$ cat config.mk
export PLATFORM = sky130hd
export DESIGN_NAME = bus_source_arbiter
export DESIGN_NICKNAME = d
export VERILOG_FILES = /design/src/rtl/bus_source_arbiter.sv
export SDC_FILE = /design/constraint.sdc
export NUM_CORES = 1
export LEC_CHECK = 0
export CORE_MARGIN = 3
export CORE_UTILIZATION = 47
export DETAILED_ROUTE_END_ITERATION = 10
export PLACE_DENSITY = 0.66
export SYNTH_ARGS = -nofsm -noshare
export SYNTH_HDL_FRONTEND = slang
export SYNTH_SLANG_ARGS = --single-unit
$ cat constraint.sdc
create_clock -name clk -period 7.6 [get_ports clk]
set_clock_uncertainty 0.1 [all_clocks]
set_input_delay 1.52 -clock clk [delete_from_list [all_inputs] [get_ports clk]]
set_output_delay 1.52 -clock clk [all_outputs]
set_load 0.005 [all_outputs]
$ cat src/rtl/bus_source_arbiter.sv
`default_nettype none
// ============================================================================
// Module  : bus_source_arbiter
// Purpose : Round-robin arbiter driving the select/enable of the 32:1 bus mux,
//           with a one-cycle enable gap between grants and hold-time preemption.
//           Optional macro BUS_ARB_CONFLICT_DET_EN adds idle-bus race detection.
// Revision: 1.0 - initial release
// ============================================================================
module bus_source_arbiter #(
  parameter int N_SRC    = 32,
  parameter int SEL_W    = 5,
  parameter int HOLD_MAX = 15
) (
  input  logic             clk,
  input  logic             clr,
  input  logic [N_SRC-1:0] out_req,
  output logic [SEL_W-1:0] select,
  output logic             enable,
  output logic [N_SRC-1:0] grant,
  output logic             busy,
  output logic             timeout_err
`ifdef BUS_ARB_CONFLICT_DET_EN
  ,
  output logic             conflict,
  output logic [7:0]       conflict_cnt
`endif
);

  localparam int c_HC_W = (HOLD_MAX > 1) ? $clog2(HOLD_MAX) : 1;
  localparam logic [c_HC_W-1:0] c_HOLD_LAST = c_HC_W'(HOLD_MAX - 1);

  localparam logic [1:0] c_IDLE  = 2'd0;
  localparam logic [1:0] c_GRANT = 2'd1;
  localparam logic [1:0] c_GAP   = 2'd2;

  logic [1:0]        r_state;
  logic [SEL_W-1:0]  r_sel;
  logic [SEL_W-1:0]  r_rr_ptr;
  logic              r_en;
  logic              r_busy;
  logic              r_tout;
  logic [N_SRC-1:0]  r_grant;
  logic [c_HC_W-1:0] r_hold_cnt;

  logic              w_any_req;
  logic              w_found;
  logic              w_owner_req;
  logic              w_others;
  logic              w_hold_last;
  logic [SEL_W-1:0]  w_winner;

  // Search starts just after the last owner; i == N_SRC wraps back to the
  // last owner itself, giving it the lowest priority.
  always_comb begin
    w_found  = 1'b0;
    w_winner = '0;
    for (int i = 1; i <= N_SRC; i++) begin
      if (!w_found && out_req[r_rr_ptr + SEL_W'(i)]) begin
        w_found  = 1'b1;
        w_winner = r_rr_ptr + SEL_W'(i);
      end
    end
  end

  assign w_any_req   = |out_req;
  assign w_owner_req = out_req[r_sel];
  assign w_others    = |(out_req & ~r_grant);
  assign w_hold_last = (r_hold_cnt == c_HOLD_LAST);

  always_ff @(posedge clk or posedge clr) begin
    if (clr) begin
      r_state    <= c_IDLE;
      r_sel      <= '0;
      r_rr_ptr   <= '1;
      r_en       <= 1'b0;
      r_busy     <= 1'b0;
      r_tout     <= 1'b0;
      r_grant    <= '0;
      r_hold_cnt <= '0;
    end else begin
      r_tout <= 1'b0;
      case (r_state)
        c_GRANT: begin
          if (!w_owner_req || (w_hold_last && w_others)) begin
            r_state <= c_GAP;
            r_en    <= 1'b0;
            r_grant <= '0;
            // A voluntary release wins over a coincident hold-limit hit.
            r_tout  <= w_owner_req;
          end else if (!w_hold_last) begin
            r_hold_cnt <= r_hold_cnt + 1'b1;
          end
        end
        default: begin
          if (w_any_req) begin
            r_state    <= c_GRANT;
            r_sel      <= w_winner;
            r_rr_ptr   <= w_winner;
            r_en       <= 1'b1;
            r_busy     <= 1'b1;
            r_grant    <= {{(N_SRC-1){1'b0}}, 1'b1} << w_winner;
            r_hold_cnt <= '0;
          end else begin
            r_state <= c_IDLE;
            r_busy  <= 1'b0;
          end
        end
      endcase
    end
  end

  assign select      = r_sel;
  assign enable      = r_en;
  assign grant       = r_grant;
  assign busy        = r_busy;
  assign timeout_err = r_tout;

`ifdef BUS_ARB_CONFLICT_DET_EN
  logic       r_conflict;
  logic [7:0] r_conflict_cnt;
  logic       w_multi_req;

  assign w_multi_req = |(out_req & (out_req - N_SRC'(1)));

  always_ff @(posedge clk or posedge clr) begin
    if (clr) begin
      r_conflict     <= 1'b0;
      r_conflict_cnt <= '0;
    end else if (r_state == c_IDLE && w_multi_req) begin
      r_conflict <= 1'b1;
      if (r_conflict_cnt != 8'hFF) begin
        r_conflict_cnt <= r_conflict_cnt + 8'd1;
      end
    end
  end

  assign conflict     = r_conflict;
  assign conflict_cnt = r_conflict_cnt;
`endif

endmodule
`default_nettype wire

# Word-level counts from Yosys, hierarchy flattened
# Index checks and enable logic that the tools add are counted.
[word_totals]
regBits = 51
[classes]
addsub = 32
n_lt_le_gt_ge = 33
eq_ne = 5
shift = 1
mux = 145
bitwise_logic = 3
n_reduce_logical = 71
[ops]
columns = ["cell", "n"]
rows = [
  ["5-bit by 6-bit < comparator with 1-bit output (second input constant)", 33],
  ["1-bit binary-select mux with 5-bit select", 33],
  ["5-bit 2-to-1 mux", 32],
  ["32-bit 2-to-1 mux", 3],
  ["5-bit adder (second input constant)", 16],
  ["1-bit 2-to-1 mux", 71],
  ["32-bit OR reduction", 2],
  ["5-bit by 4-bit adder with 5-bit output (second input constant)", 8],
  ["32-bit bitwise AND", 1],
  ["1-bit logical AND", 32],
  ["1-bit zero test", 32],
  ["32-bit inverter", 1],
  ["1-bit by 5-bit left shift with 32-bit output (first input constant)", 1],
  ["5-bit by 3-bit adder with 5-bit output (second input constant)", 4],
  ["4-bit 2-to-1 mux", 4],
  ["5-bit by 2-bit adder with 5-bit output (second input constant)", 2],
  ["2-bit inequality test (second input constant)", 3],
  ["5-bit by 1-bit adder with 5-bit output (second input constant)", 1],
  ["4-bit by 1-bit adder with 4-bit output (second input constant)", 1],
  ["4-bit == test (second input constant)", 1],
  ["2-bit 2-to-1 mux", 2],
  ["2-bit AND reduction", 2],
  ["3-bit AND reduction", 1],
  ["2-bit by 1-bit == test with 1-bit output (second input constant)", 1],
  ["3 further kinds", 3],
]

# Logic depth before layout (Yosys ltp)
# Gate-level depths: netlist of run 1.
[depth]
ltp_word = 100
depth_mapped = 24
mapped_depth_nobuf = 14

# Worst setup path before layout of run 1
# OpenSTA, ideal clock, no wires.
[synth_timing]
path_type = "reg2reg"
start = "reg r_rr_ptr[1]"
end = "reg r_grant[25] (netlist: grant[25])"
setup_ps = 96
arrival_ps = 5576
setup_slack_ps = 1828
stages_incl_launch_ff = 23
n_path_buf = 9
synth_period_minus_slack_ps = 5772
cell_sequence = "dfstp_2 -> buf_6 -> buf_8 -> buf_8 -> buf_6 -> buf_6 -> inv_1 -> ha_1 -> buf_2 -> buf_1 -> clkbuf_1 -> mux4_2 -> mux2_2 -> o22ai_1 -> o21ai_2 -> buf_2 -> or4_1 -> a221o_1 -> and4_1 -> o31ai_4 -> o211a_4 -> nand3_4 -> o31ai_1"
[synth_between]
elab_chain_len = 100
[synth_lines]
columns = ["item", "line_no", "rtl"]
rows = [
  ["start, declared", "38", "logic [SEL_W-1:0] r_rr_ptr;"],
  ["start signal, assigned", "98", "r_rr_ptr <= w_winner;"],
  ["5-bit by 1-bit adder with 5-bit output", "58, 60", ""],
  ["1-bit binary-select mux with 5-bit select", "58", "if (!w_found && out_req[r_rr_ptr + SEL_W'(i)]) begin"],
  ["1-bit 2-to-1 mux (implied by the code)", "58", ""],
  ["1-bit 2-to-1 mux", "58", ""],
  ["1-bit zero test", "58", ""],
  ["1-bit logical AND", "58", ""],
  ["1-bit 2-to-1 mux", "58", ""],
  ["1-bit zero test", "58", ""],
  ["[... 84 more ...]", "-", ""],
  ["1-bit logical AND", "58", ""],
  ["1-bit 2-to-1 mux", "58", ""],
  ["1-bit zero test", "58", ""],
  ["1-bit logical AND", "58", ""],
  ["5-bit 2-to-1 mux *", "58", ""],
  ["1-bit by 5-bit left shift with 32-bit output *", "101", "r_grant <= {{(N_SRC-1){1'b0}}, 1'b1} << w_winner;"],
  ["32-bit 2-to-1 mux *", "95", "if (w_any_req) begin"],
  ["32-bit 2-to-1 mux *", "82", "case (r_state)"],
  ["end signal, assigned", "101", ""],
  ["end, declared", "42", "logic [N_SRC-1:0] r_grant;"],
]
# Every way passes the cells marked *; elsewhere a longest branch is shown, timed or not. The select of a mux whose other input is x is not followed.
# A chain may end at the register's enable or synchronous reset.

# Final worst setup path of run 1
[layout_timing]
start = "in out_req[10]"
end = "reg r_grant[13] (netlist: grant[13])"
[layout_between]
elab_chain_len = 99
[layout_lines]
columns = ["item", "line_no", "rtl"]
rows = [
  ["start, declared", "16", "input logic [N_SRC-1:0] out_req,"],
  ["1-bit binary-select mux with 5-bit select", "58", ""],
  ["1-bit 2-to-1 mux (implied by the code)", "58", ""],
  ["1-bit 2-to-1 mux", "58", ""],
  ["1-bit zero test", "58", ""],
  ["1-bit logical AND", "58", ""],
  ["1-bit 2-to-1 mux", "58", ""],
  ["1-bit zero test", "58", ""],
  ["1-bit logical AND", "58", ""],
  ["[... 83 more ...]", "-", ""],
  ["1-bit logical AND", "58", ""],
  ["1-bit 2-to-1 mux", "58", ""],
  ["1-bit zero test", "58", ""],
  ["1-bit logical AND", "58", ""],
  ["5-bit 2-to-1 mux", "58", ""],
  ["1-bit by 5-bit left shift with 32-bit output", "101", ""],
  ["32-bit 2-to-1 mux", "95", ""],
  ["32-bit 2-to-1 mux", "82", ""],
]
# Parallel ways exist; a longest one is shown, timed or not. The select of a mux whose other input is x is not followed.

==> flow_metrics.env, run 1 <==
export IMPL_ant_nets=0
export IMPL_drv_cap=0
export IMPL_netlist_area_um2=9870
export IMPL_drt_initial_drc_count=1563
export IMPL_hold_slack_ns=0.403
export IMPL_cts_hold_buf=0
export IMPL_setup_viol=0
export IMPL_drv_slew=0
export IMPL_wire_per_inst_um=31.9
export IMPL_cts_clk_slew_worst_paths_ns=0.07
export IMPL_final_min_clock_period_ns=6.88
export IMPL_reg2reg_depth=14
export IMPL_synthDistinctLibCells=110
export IMPL_slew_limit_headroom=0.156
export IMPL_hp_start="busy$_DFFE_PP0N_"
export IMPL_ctsRootBufferMaster="clkbuf_16"
export IMPL_diodes=0
export IMPL_synth_seq_cells=51
export IMPL_coreArea_um2=20400
export IMPL_setup_tns_ns=0
export IMPL_cp_arrival_ns=6.99
export IMPL_die_w_um=151
export IMPL_start_kind="primary input"
export IMPL_grt_pass1_wl_um=68600
export IMPL_place_area_um2=10900
export IMPL_avgViaCountPerCell=7.66
export IMPL_syn_nets=1176
export IMPL_area_growth_pct=11.6
export IMPL_wirelength_um=46200
export IMPL_worstPathRequired_ns=7.71
export IMPL_start_util=0.483
export IMPL_timing_rr_end="grant[19]$_DFFE_PP0P_"
export IMPL_register_area_um2=1280
export IMPL_whs_path_depth=2
export IMPL_cts_tree="done"
export IMPL_yosys_warnings=0
export IMPL_die_h_um=151
export IMPL_place_hpwl_um=35600
export IMPL_holdCritPathClass="flip-flop to flip-flop"
export IMPL_grt_use_total=0.404
export IMPL_ys_seq_area_frac=0.130
export IMPL_grt_max_degree=52
export IMPL_htreeDepth=2
export IMPL_die_area_um2=22800
export IMPL_post_cts_buffers=0
export IMPL_endpoint_kind="flip-flop"
export IMPL_async_flop_share=1.00
export IMPL_cts_sinks=51
export IMPL_vias=11100
export IMPL_antenna_found_initial=0
export IMPL_rows=52
export IMPL_gr_total_overflow=0
export IMPL_firstDrtPassIters=6
export IMPL_rsz0062_at_grt="false"
export IMPL_hold_violations=0
export IMPL_status="finished, final reports clean"
export IMPL_r2r_start="r_rr_ptr[2]$_DFFE_PP1P_"
export IMPL_synthFlopType="dfrtp_1"
export IMPL_synthCells=1127
export IMPL_post_place_ws_ns=0.745
export IMPL_fmax_mhz=145
export IMPL_drc=0
export IMPL_synth_edf_count=0
export IMPL_tightest_slew_ns=1.26
export IMPL_clock_latency_ns=0.30
export IMPL_gp_congestion=1.06
export IMPL_path_max_fanout=12
export IMPL_multiInputGateArea_um2=8010
export IMPL_rrSetupSlack_ns=0.94
export IMPL_fill_cells=1896
export IMPL_io_pins=74
export IMPL_nets=1225
export IMPL_cts_made_buffers=5
export IMPL_holdPathEnd="busy$_DFFE_PP0N_"
export IMPL_design_area_um2=11000
export IMPL_grt_pass1_vias=10400
export IMPL_synth_area_per_cell_um2=8.75
export IMPL_finalCritPeriodShare=0.905
export IMPL_cts_path_max_buffers=2
export IMPL_cts_resized=0
export IMPL_criticalPathCategory="primary input to flip-flop"
export IMPL_io_buffers=73
export IMPL_drive_gt1_frac=0.186
export IMPL_setup_slack_ns=0.722
==> cells in the mapped netlist, types with 18 or more instances <==
library cell  count  share of area
a31oi_1          19          0.012
mux2i_1          68          0.069
nand4_1          18          0.011
a21oi_1          35          0.018
nand3_1          40          0.020
xnor2_1          30          0.027
o31ai_1          31          0.024
mux2_2           33          0.038
mux4_2           78           0.18
nand2_1         116          0.044
nor3_1           34          0.017
o21ai_0          49          0.025
clkbuf_1         33          0.013
nor2_1           67          0.025
nor4_1           18          0.011
inv_1            49          0.019
o22ai_1          30          0.019
dfrtp_1          46           0.12
==> cells in the final DEF (no fill, tap or decap), drive strengths merged, types with 7 or more instances in the layout <==
| cell | n |
|---|---|
| a211oi | 10 |
| a21o | 11 |
| a21oi | 36 |
| a31oi | 20 |
| and2 | 10 |
| and3 | 7 |
| buf | 39 |
| clkdlybuf4s50 | 73 |
| dfrtp | 46 |
| ha | 15 |
| inv | 52 |
| mux2 | 46 |
| mux2i | 72 |
| mux4 | 80 |
| nand2 | 117 |
| nand2b | 8 |
| nand3 | 44 |
| nand4 | 20 |
| nor2 | 68 |
| nor3 | 35 |
| nor4 | 20 |
| o2111a | 9 |
| o211ai | 18 |
| o21ai | 60 |
| o22ai | 30 |
| o31ai | 36 |
| or3 | 8 |
| or4 | 9 |
| xnor2 | 32 |
| xor2 | 8 |
==> layout make-up <==
cell class	instances	area share
Tap cell	270	0.0307
Inverter	52	0.0177
Multi-Input combinational cell	954	0.727
Clock inverter	2	0.00125
Timing Repair Buffer	112	0.0941
Clock buffer	6	0.0126
Sequential cell	51	0.116
==> worst max-delay path by stage <==
| stage | from | cells past startpoint | endpoint |
|---|---|---|---|
| after global routing | out_req[8] | 14 | grant[2]$_DFFE_PP0P_ |
| after detailed placement | out_req[10] | 13 | grant[8]$_DFFE_PP0P_ |
| final | out_req[10] | 14 | grant[13]$_DFFE_PP0P_ |
| after CTS | out_req[10] | 13 | grant[25]$_DFFE_PP0P_ |
| after floorplan | r_rr_ptr[1]$_DFFE_PP1P_ | 22 | grant[25]$_DFFE_PP0P_ |
| after global placement | out_req[10] | 14 | grant[13]$_DFFE_PP0P_ |
==> worst max-delay path, stage by stage <==
cell and delay [ns]:
clkdlybuf4s50_1 0.69, mux4_2 0.58, mux2i_1 0.64, mux2i_1 0.31, mux2i_4 0.38, o21ai_2 0.30
or4_1 0.76, o2111ai_1 0.51, and4b_1 0.26, nand4_1 0.14, o311ai_0 0.16, buf_4 0.18
or3_4 0.36, o31ai_2 0.19
==> routing by layer <==
metal,vias to the layer above,part of all wire,global-route usage
met1,5392,0.38,0.552
met5,-,0,0
li1,4586,-,-
met4,0,0.067,0.192
met2,904,0.43,0.619
met3,196,0.12,0.0739
==> kinds of logic (layout without fill, tap and decap cells) <==
| group | count (synthesis) | after routing | synth area share |
|---|---|---|---|
| compound gates | 331 | 331 | 0.246 |
| xor+xnor | 40 | 40 | 0.0401 |
| fa+ha+maj | 15 | 15 | 0.0190 |
| buf+inv | 122 | 172 | 0.0585 |
| flops | 51 | 51 | 0.130 |
| mux | 198 | 198 | 0.313 |
| simple gates | 370 | 370 | 0.193 |
==> metrics by stage <==
step                cells   util
floorplan            1127      -
global placement     1439  0.532
detailed placement   1439  0.532
CTS                  1447  0.539
global route         1447  0.539
finish               1447  0.539
==> sequential cells by signal, summed over array words and instances (netlist names) <==
name         flops
busy             1
enable           1
grant           32
r_hold_cnt       4
r_rr_ptr         5
r_state          2
select           5
timeout_err      1
Power of run 1 is left out: the tool's default activity adds up to more than one toggle a clock period on the data nets, which glitch-free logic cannot reach.
==> inputs of run 2 (changes only) <==
--- a/config.mk
+++ b/config.mk
@@ -9,6 +9,7 @@
 export CORE_UTILIZATION = 47
 export DETAILED_ROUTE_END_ITERATION = 10
 export PLACE_DENSITY = 0.66
+export SLEW_MARGIN = 20
 export SYNTH_ARGS = -nofsm -noshare
 export SYNTH_HDL_FRONTEND = slang
 export SYNTH_SLANG_ARGS = --single-unit
==> flow_metrics.env, run 2 (synthesis gave the netlist of run 1 again) <==
export IMPL_coreArea_um2=20400
export IMPL_drv_cap=0
export IMPL_fmax_mhz=146
export IMPL_io_buffers=73
export IMPL_design_area_um2=11000
export IMPL_worstPathRequired_ns=7.71
export IMPL_layoutNonFillerInstCount=1447
export IMPL_cts_hold_buf=0
export IMPL_slowest_stage="or4_1"
export IMPL_cts_clk_slew_worst_paths_ns=0.07
export IMPL_grt_pass1_wl_um=68500
export IMPL_slowest_delay_ns=0.75
export IMPL_post_cts_buffers=0
export IMPL_cts_resized=0
export IMPL_layout_commonest_cell="nand2_1"
export IMPL_register_area_um2=1280
export IMPL_finalCritPeriodShare=0.903
export IMPL_setup_tns_ns=0
export IMPL_path_delay_family="multiplexers"
export IMPL_status="finished, final reports clean"
export IMPL_fill_cells=1901
export IMPL_start_util=0.483
export IMPL_endpoint_kind="flip-flop"
export IMPL_drc=0
export IMPL_io_pins=74
export IMPL_final_min_clock_period_ns=6.86
export IMPL_rrSetupSlack_ns=0.99
export IMPL_path_max_fanout=12
export IMPL_gr_total_overflow=0
export IMPL_htreeDepth=2
export IMPL_place_area_um2=10900
export IMPL_cp_arrival_ns=6.97
export IMPL_multiInputGateArea_um2=8020
export IMPL_tightest_slew_ns=1.08
export IMPL_ant_nets=0
export IMPL_start_kind="primary input"
export IMPL_criticalPathCategory="primary input to flip-flop"
export IMPL_path_cells="clkdlybuf4s50_1 -> mux4_2 -> mux2i_1 -> mux2i_1 -> mux2i_4 -> o21ai_2 -> or4_1 -> o2111ai_1 -> and4b_1 -> nand4_1 -> o311ai_0 -> buf_4 -> or3_4 -> o31ai_2"
export IMPL_largest_reg_flops=32
export IMPL_gp_congestion=1.06
export IMPL_diodes=0
export IMPL_drv_slew=0
export IMPL_path_common_cell="mux2i_1"
export IMPL_hold_slack_ns=0.404
export IMPL_wire_per_inst_um=32.0
export IMPL_vias=11100
export IMPL_antenna_found_initial=0
export IMPL_cts_made_buffers=5
export IMPL_place_hpwl_um=35600
export IMPL_slew_limit_headroom=0.263
export IMPL_nets=1225
export IMPL_path_buf_inv=2
export IMPL_wirelength_um=46300
export IMPL_area_growth_pct=11.8
export IMPL_grt_use_total=0.404
export IMPL_clock_latency_ns=0.30
export IMPL_die_h_um=151
export IMPL_die_w_um=151
export IMPL_avgViaCountPerCell=7.68
export IMPL_die_area_um2=22800
export IMPL_hold_violations=0
export IMPL_cts_tree="done"
export IMPL_firstDrtPassIters=8
export IMPL_grt_max_degree=52
export IMPL_placed_cells=1439
export IMPL_rsz0062_at_grt="false"
export IMPL_grt_pass1_vias=10400
export IMPL_rows=52
export IMPL_drive_gt1_frac=0.187
export IMPL_drt_initial_drc_count=1736
export IMPL_ctsRootBufferMaster="clkbuf_16"
export IMPL_cts_sinks=51
export IMPL_setup_viol=0
export IMPL_cts_path_max_buffers=2
export IMPL_final_cell_mix="nand2_1, mux4_2, clkdlybuf4s50_1"
export IMPL_holdCritPathClass="flip-flop to flip-flop"
==> run 2: changes by cell type in the layout (fill, tap and decap cells not counted), sizes merged <==
cell      change
clkinv        +1
clkinvlp      +1
inv           -2
==> run 2: layer usage <==
| metal | GRT usage | routed length (um) |
|---|---|---|
| met5 | 0 | 0 |
| met2 | 0.624 | 20500 |
| met4 | 0.186 | 2770 |
| met1 | 0.558 | 17700 |
| met3 | 0.0613 | 5370 |
==> run 2: worst register-to-register path: stages (launching register included) <==
cell      delay [ns]
dfstp_2         0.92
inv_1           0.49
ha_1            0.33
buf_4           0.20
xor2_1          0.16
buf_4           0.23
mux4_2          0.43
mux2i_1         0.17
mux2_2          0.43
nor3_1          0.59
and4_1          0.70
nand2_1         0.26
or4_1           0.59
nand4b_1        0.19
o211a_4         0.24
nand3_4         0.14
o31ai_1         0.32
==> run 2: cell type report <==
type,instances,share of cell area
sequential,51,0.116
tap,270,0.0306
timing repair buffer,112,0.0939
clock buffer,6,0.0126
inverter,52,0.0178
clock inverter,2,0.00147
multi-input combinational,954,0.727
==> run 2: worst paths after layout <==
check	from	endpoint	cells past startpoint
min in group asynchronous	clr	r_state[0]$_DFFE_PP0P_	2
hold / removal	busy$_DFFE_PP0N_	busy$_DFFE_PP0N_	2
setup reg to reg	r_rr_ptr[2]$_DFFE_PP1P_	grant[19]$_DFFE_PP0P_	16
hold reg to reg	busy$_DFFE_PP0N_	busy$_DFFE_PP0N_	2
max in group asynchronous	clr	grant[10]$_DFFE_PP0P_	2
setup / recovery	out_req[10]	grant[9]$_DFFE_PP0P_	14
==> run 2: metrics by stage <==
step	setup slack, ns	util
after global routing	0.586	0.540
final	0.738	0.540
after global placement	0.731	0.532
after detailed placement	0.749	0.532
after floorplan	1.83	-
after CTS	1.02	0.540
Power of run 2 is left out for the same reason.
==> inputs of run 3 (changes only) <==
--- a/config.mk
+++ b/config.mk
@@ -5,10 +5,12 @@
 export SDC_FILE = /design/constraint.sdc
 export NUM_CORES = 1
 export LEC_CHECK = 0
+export CAP_MARGIN = 20
 export CORE_MARGIN = 3
 export CORE_UTILIZATION = 47
 export DETAILED_ROUTE_END_ITERATION = 10
 export PLACE_DENSITY = 0.66
+export SKIP_LAST_GASP = 1
 export SLEW_MARGIN = 20
 export SYNTH_ARGS = -nofsm -noshare
 export SYNTH_HDL_FRONTEND = slang
==> results of run 3 <==
Final layout, timing and power as in run 2 (identical DEF).
Power of run 3 is left out for the same reason.
